File: src/rtl/odd_even_seq_checker_sat_counter.sv
// ---------------------------------------------------------------------------
// sat_counter
// Registered up-counter with synchronous clear that sticks at all-ones.
//   clk_i   : rising-edge clock
//   clr_i   : synchronous active-high clear (wins over inc_i)
//   inc_i   : add one this cycle
//   count_o : current count (registered)
// ---------------------------------------------------------------------------
module sat_counter #(
   parameter int ERR_W = 8
) (
   input  logic             clk_i,
   input  logic             clr_i,
   input  logic             inc_i,
   output logic [ERR_W-1:0] count_o
);

   logic [ERR_W-1:0] count_q;
   logic [ERR_W-1:0] count_d;

   // Next count: increment unless already at the ceiling.
   always_comb begin
      count_d = count_q;
      if (inc_i && (count_q != {ERR_W{1'b1}})) begin
         count_d = count_q + {{(ERR_W-1){1'b0}}, 1'b1};
      end else begin
         count_d = count_q;
      end
   end

   // Count register with synchronous clear.
   always_ff @(posedge clk_i) begin
      if (clr_i) begin
         count_q <= {ERR_W{1'b0}};
      end else begin
         count_q <= count_d;
      end
   end

   assign count_o = count_q;

endmodule

File: config.mk
export PLATFORM = sky130hd
export DESIGN_NAME = sat_counter
export DESIGN_NICKNAME = d
export VERILOG_FILES = /design/src/rtl/odd_even_seq_checker_sat_counter.sv
export SDC_FILE = /design/constraint.sdc
export NUM_CORES = 1
export LEC_CHECK = 0
export BUFFER_PORTS_ARGS = -buffer_cell sky130_fd_sc_hd__buf_4
export CELL_PAD_IN_SITES_DETAIL_PLACEMENT = 0
export CELL_PAD_IN_SITES_GLOBAL_PLACEMENT = 2
export CORE_MARGIN = 5
export CORE_UTILIZATION = 28
export CTS_CLUSTER_SIZE = 24
export DETAILED_ROUTE_END_ITERATION = 16
export MAX_ROUTING_LAYER = met4
export PLACE_DENSITY_LB_ADDON = 0.1
export SLEW_MARGIN = 20
export SYNTH_ARGS = -nofsm -noshare
export SYNTH_HDL_FRONTEND = slang
export SYNTH_SLANG_ARGS = --single-unit
File: constraint.sdc
create_clock -name clk_i -period 1.7 [get_ports clk_i]
set_input_delay 0 -clock clk_i [delete_from_list [all_inputs] [get_ports clk_i]]
set_output_delay 0 -clock clk_i [all_outputs]
set_load 0.01 [all_outputs]
==> results of run 1 <==
power by group:
part	switching [mW]	total, mW	internal, mW
Combinational	0.0174	0.0382	0.0208
Clock	0.0597	0.140	0.0805
Sequential	0.00685	0.199	0.193
final timing paths:
check / to / slack (ns) / cells after the start / startpoint
worst max-delay path: count_o[0] / 0.26 / 4 / count_o[0]
worst min-delay path: count_o[2] / 0.09 / 3 / inc_i
worst max register to register: count_o[0] / 0.26 / 4 / count_o[0]
worst min register to register: count_o[1] / 0.52 / 2 / count_o[1]
worst reg2reg max path, cell delays in order (launching register included):
cell,delay (ns)
dfxtp_1,0.35
ha_1,0.27
and3_4,0.22
a21boi_4,0.18
mux2_4,0.31
synthesized netlist by cell type:
cell,n,share of area
buf_6,1,0.026
ha_1,1,0.029
a311oi_1,1,0.020
a21boi_4,1,0.044
nand2_1,5,0.044
dfxtp_1,8,0.37
mux2_4,1,0.035
o21bai_1,2,0.035
and2b_2,1,0.020
a21oi_1,5,0.058
mux2i_1,1,0.023
and3_4,1,0.026
or3_2,1,0.017
nand2b_1,1,0.015
a211oi_1,2,0.035
o311a_1,1,0.023
nor3_1,2,0.023
nand4_1,2,0.029
a31oi_1,1,0.015
inv_1,1,0.0087
o21ai_1,1,0.012
and4_1,2,0.041
nand3_1,2,0.023
nor2_1,1,0.0087
a21boi_0,1,0.017
cell type report:
class | instances | share of cell area
Clock buffer | 3 | 0.0412
Sequential cell | 8 | 0.293
Tap cell | 16 | 0.0366
Multi-Input combinational cell | 36 | 0.467
Inverter | 1 | 0.00686
Timing Repair Buffer | 11 | 0.156
logic make-up (layout without fill, tap and decap cells):
kind of cell | Yosys count | after routing | share of synthesized area
simple gates | 18 | 18 | 0.247
fa+ha+maj | 1 | 1 | 0.0291
buf+inv | 2 | 15 | 0.0349
flops | 8 | 8 | 0.372
compound gates | 15 | 15 | 0.259
mux | 2 | 2 | 0.0581
through the flow:
stage | instance area (µm²) | power (mW)
after floorplan | 430 | 0.220
after global placement | 514 | 0.238
after detailed placement | 514 | 0.240
after CTS | 547 | 0.385
after global routing | 547 | 0.403
final | 547 | 0.378
routing by layer:
| layer | GRT usage | share of wire |
|---|---|---|
| met1 | 0.122 | 0.49 |
| met2 | 0.127 | 0.44 |
| met3 | 0.0367 | 0.056 |
| met4 | 0.0673 | 0.0084 |
| met5 | - | 0 |
==> impl_metrics.py, run 1 <==
metrics = {
    "place": {
        "pre_cts_slack_ns": 0.271,
        "portBuffers": 10,
        "gp_congestion": 0.770,
        "dp.cells": 71,
        "dp_hpwl_um": 806,
    },
    "floorplanning": {
        "core_um2": 1490,
        "die_x_um": 49.2,
        "die_h_um": 49.2,
        "num_rows": 14,
        "initial_core_util": 0.289,
        "io_pins": 11,
        "dieArea_um2": 2420,
    },
    "clocking": {
        "clkTransAtPathRegs_ns": 0.06,
        "insertion_delay_ns": 0.25,
        "clock-sinks": 8,
        "cts_resized": 0,
        "cts_tree": "done",
        "hold_buffers": 1,
        "htreeDepth": 1,
        "cts_root_buffer": "clkbuf_4",
        "clk_path_buf_depth": 2,
        "cts-buffers-inserted": 3,
        "post-cts-setup-buffer-count": 0,
    },
    "grt": {
        "grt_pass1_wl_um": 1810,
        "antenna_found_initial": 0,
        "grt_pass1_vias": 386,
        "grt_max_degree": 9,
        "grt_use_total": 0.0978,
        "grt_overflow": 0,
    },
    "cells_and_area": {
        "final_util": 0.367,
        "largest_reg_flops": 8,
        "fin_cells": 75,
        "final_common_cell": "buf_4",
        "multiInputGateArea_um2": 255,
        "fin_nets": 65,
        "n_fill_cell": 160,
        "syn_to_final_growth_pct": 27.0,
        "final_layout_size_suffix_gt1_frac": 0.305,
        "final_cell_mix": "buf_4, dfxtp_1, a21oi_1, nand2_1, clkbuf_4",
        "num_antenna_cells": 0,
        "final-seq-area_um2": 160,
    },
    "timing": {
        "finalCriticalPeriod_ns": 1.44,
        "clock_skew_ns": 0.00719,
        "finalMaxSlewViolations": 0,
        "fmax_ghz": 0.693,
        "maxSlewHeadroom": 0.811,
        "finalSetupViolations": 0,
        "whs_ns": 0.0872,
        "finalHoldViolations": 0,
        "rsz0062_at_grt": "false",
        "fin_setup_tns_ns": 0,
        "worst_pin_slew_ns": 0.284,
        "setup_ws_ns": 0.257,
        "period_share": 0.849,
    },
    "critical_path": {
        "cp-end-kind": "register",
        "max_stage_delay_ns": 0.35,
        "critPathRequiredTime_ns": 1.83,
        "path_cells": "ha_1 > and3_4 > a21boi_4 > mux2_4",
        "path_buf_inv": 0,
        "path_delay_family": "flip-flops",
        "path_class": "register to register",
        "cp_slowest_cell": "dfxtp_1",
        "cp.arrival_ns": 1.57,
        "cp-start-kind": "register",
        "worstPathMaxFanout": 6,
    },
    "detailed_routing": {
        "initialDrtViolationCount": 5,
        "wl_um": 1070,
        "drt_first_pass_iters": 2,
        "num_vias": 416,
        "detail-route-antenna-nets": 0,
        "drt-wirelength-per-cell_um": 14.2,
        "vias_per_cell": 5.55,
        "drc": 0,
    },
    "synth": {
        "synthDistinctLibCells": 25,
        "syn_area_um2": 430,
        "synthCells": 46,
        "yosysSeqAreaShare": 0.372,
        "avgSynthCellArea_um2": 9.36,
        "ys_warn_count": 0,
        "syn-num-nets": 50,
        "synth_seq_cells": 8,
    },
    "pwr": {
        "p_leak_nw": 0.222,
        "ir_worst_vdd_mv": 0.291,
        "powerDensity_nw_per_um2": 691,
    },
    "outcome": {
        "status": "finished, final reports clean",
    },
    "hold_path": {
        "hold_class": "primary input to register",
    },
    "run": {
        "drv_cap": 0,
    },
}
(Power assumes the default switching activity.)
==> inputs of run 2 (changes only) <==
==> constraint.sdc (replaced) <==
create_clock -name clk_i -period 1.4 [get_ports clk_i]
set_input_delay 0 -clock clk_i [delete_from_list [all_inputs] [get_ports clk_i]]
set_output_delay 0 -clock clk_i [all_outputs]
set_load 0.01 [all_outputs]
==> impl_metrics.py, run 2 (synthesis gave the netlist of run 1 again) <==
metrics = {
    "clocking": {
        "htreeDepth": 1,
        "clock-sinks": 8,
        "cts-buffers-inserted": 3,
        "post-cts-setup-buffer-count": 0,
        "clk_path_buf_depth": 2,
        "cts_root_buffer": "clkbuf_4",
        "cts_tree": "done",
        "clkTransAtPathRegs_ns": 0.06,
        "insertion_delay_ns": 0.25,
    },
    "cells_and_area": {
        "num_antenna_cells": 0,
        "fin_nets": 71,
        "final_cell_mix": "buf_4, dfxtp_1, a21oi_1, nand2_1, clkbuf_4",
        "syn_to_final_growth_pct": 37.8,
        "final_common_cell": "buf_4",
        "largest_reg_flops": 8,
        "final_layout_size_suffix_gt1_frac": 0.385,
    },
    "grt": {
        "grt_pass1_vias": 366,
        "grt_overflow": 0,
        "antenna_found_initial": 0,
        "grt_max_degree": 9,
        "grt_pass1_wl_um": 1820,
        "grt_use_total": 0.105,
    },
    "pwr": {
        "p_switching_mw": 0.111,
        "power_frac_seq": 0.507,
        "internal-power_mw": 0.362,
        "p_leak_nw": 0.255,
        "switching_share": 0.235,
        "combinationalPowerShare": 0.115,
        "ir_worst_vdd_mv": 0.406,
        "powerDensity_nw_per_um2": 798,
        "clockPowerShare": 0.377,
    },
    "critical_path": {
        "path_class": "register to register",
        "worstPathMaxFanout": 3,
        "cp-start-kind": "register",
        "critPathRequiredTime_ns": 1.54,
        "cp-end-kind": "register",
        "cp.arrival_ns": 1.47,
    },
    "floorplanning": {
        "num_rows": 14,
        "io_pins": 11,
        "die_h_um": 49.2,
        "dieArea_um2": 2420,
        "core_um2": 1490,
        "die_x_um": 49.2,
        "initial_core_util": 0.289,
    },
    "timing": {
        "finalCriticalPeriod_ns": 1.32,
        "fin_setup_tns_ns": 0,
        "maxSlewHeadroom": 0.837,
        "rsz0062_at_grt": "false",
        "worst_pin_slew_ns": 0.244,
        "finalSetupViolations": 0,
        "finalMaxSlewViolations": 0,
        "setup_ws_ns": 0.0776,
        "finalHoldViolations": 0,
        "fmax_ghz": 0.756,
        "clock_skew_ns": 0.00172,
        "period_share": 0.945,
    },
    "outcome": {
        "status": "finished, final reports clean",
    },
    "detailed_routing": {
        "drt-wirelength-per-cell_um": 14.3,
        "num_vias": 441,
        "initialDrtViolationCount": 5,
        "drc": 0,
        "drt_first_pass_iters": 4,
        "wl_um": 1160,
        "vias_per_cell": 5.44,
        "detail-route-antenna-nets": 0,
    },
    "place": {
        "portBuffers": 10,
        "gp_congestion": 0.851,
        "dp_hpwl_um": 912,
        "pre_cts_slack_ns": 0.0649,
    },
    "run": {
        "drv_cap": 0,
    },
    "hold_path": {
        "hold_class": "primary input to register",
    },
}
run 2: cell types whose count changed in the layout (fill, tap and decap cells not counted), sizes merged:
| cell | before | now |
|---|---|---|
| buf | 10 | 16 |
run 2: cell type report:
cell class              count  area (µm²)
fillers                   152         896
flip-flops and latches      8         161
multi-input cells          36         255
clock buffers               3        22.5
repair buffers             17         130
inverters                   1        3.75
well taps                  16        20.0
run 2: what timing repair did:
action,CTS,global route
resized for setup,0,1
hold buffers,1,0
setup endpoints to repair,0,1
hold endpoints to repair,3,0
run 2: worst max-delay path: stages (launching register included):
cell and delay (ns):
dfxtp_1 0.32, ha_1 0.21, and3_4 0.20, a21boi_4 0.17
mux2_4 0.31
run 2: power by group through the flow:
stage	Clock, mW	Sequential [mW]	Combinational, mW
after floorplan	0	0.248	0.0200
after global placement	0	0.243	0.0501
after detailed placement	0	0.244	0.0529
after CTS	0.187	0.240	0.0551
after global routing	0.193	0.241	0.0596
final	0.179	0.240	0.0547
run 2: final timing paths:
| kind | depth (start not counted) | to | start | slack [ns] |
|---|---|---|---|---|
| worst min-delay path | 3 | count_o[2] | inc_i | 0.09 |
| worst min register to register | 2 | count_o[1] | count_o[1] | 0.49 |
| worst max register to register | 4 | count_o[0] | count_o[0] | 0.08 |
| worst max-delay path | 4 | count_o[0] | count_o[0] | 0.08 |
run 2: metrics by stage:
step,util,instances,hold slack (ns),power [mW],cell area (µm²)
floorplan,-,46,0.0721,0.268,430
global placement,0.376,77,0.234,0.293,559
detailed placement,0.376,77,0.243,0.297,559
CTS,0.397,81,0.0859,0.482,592
global route,0.398,81,0.0984,0.494,593
finish,0.398,81,0.0895,0.474,593
run 2: routing by layer:
layer,wire (µm),GRT usage
met2,517,0.131
met5,0,-
met3,94,0.0459
met1,532,0.133
met4,12,0.0673
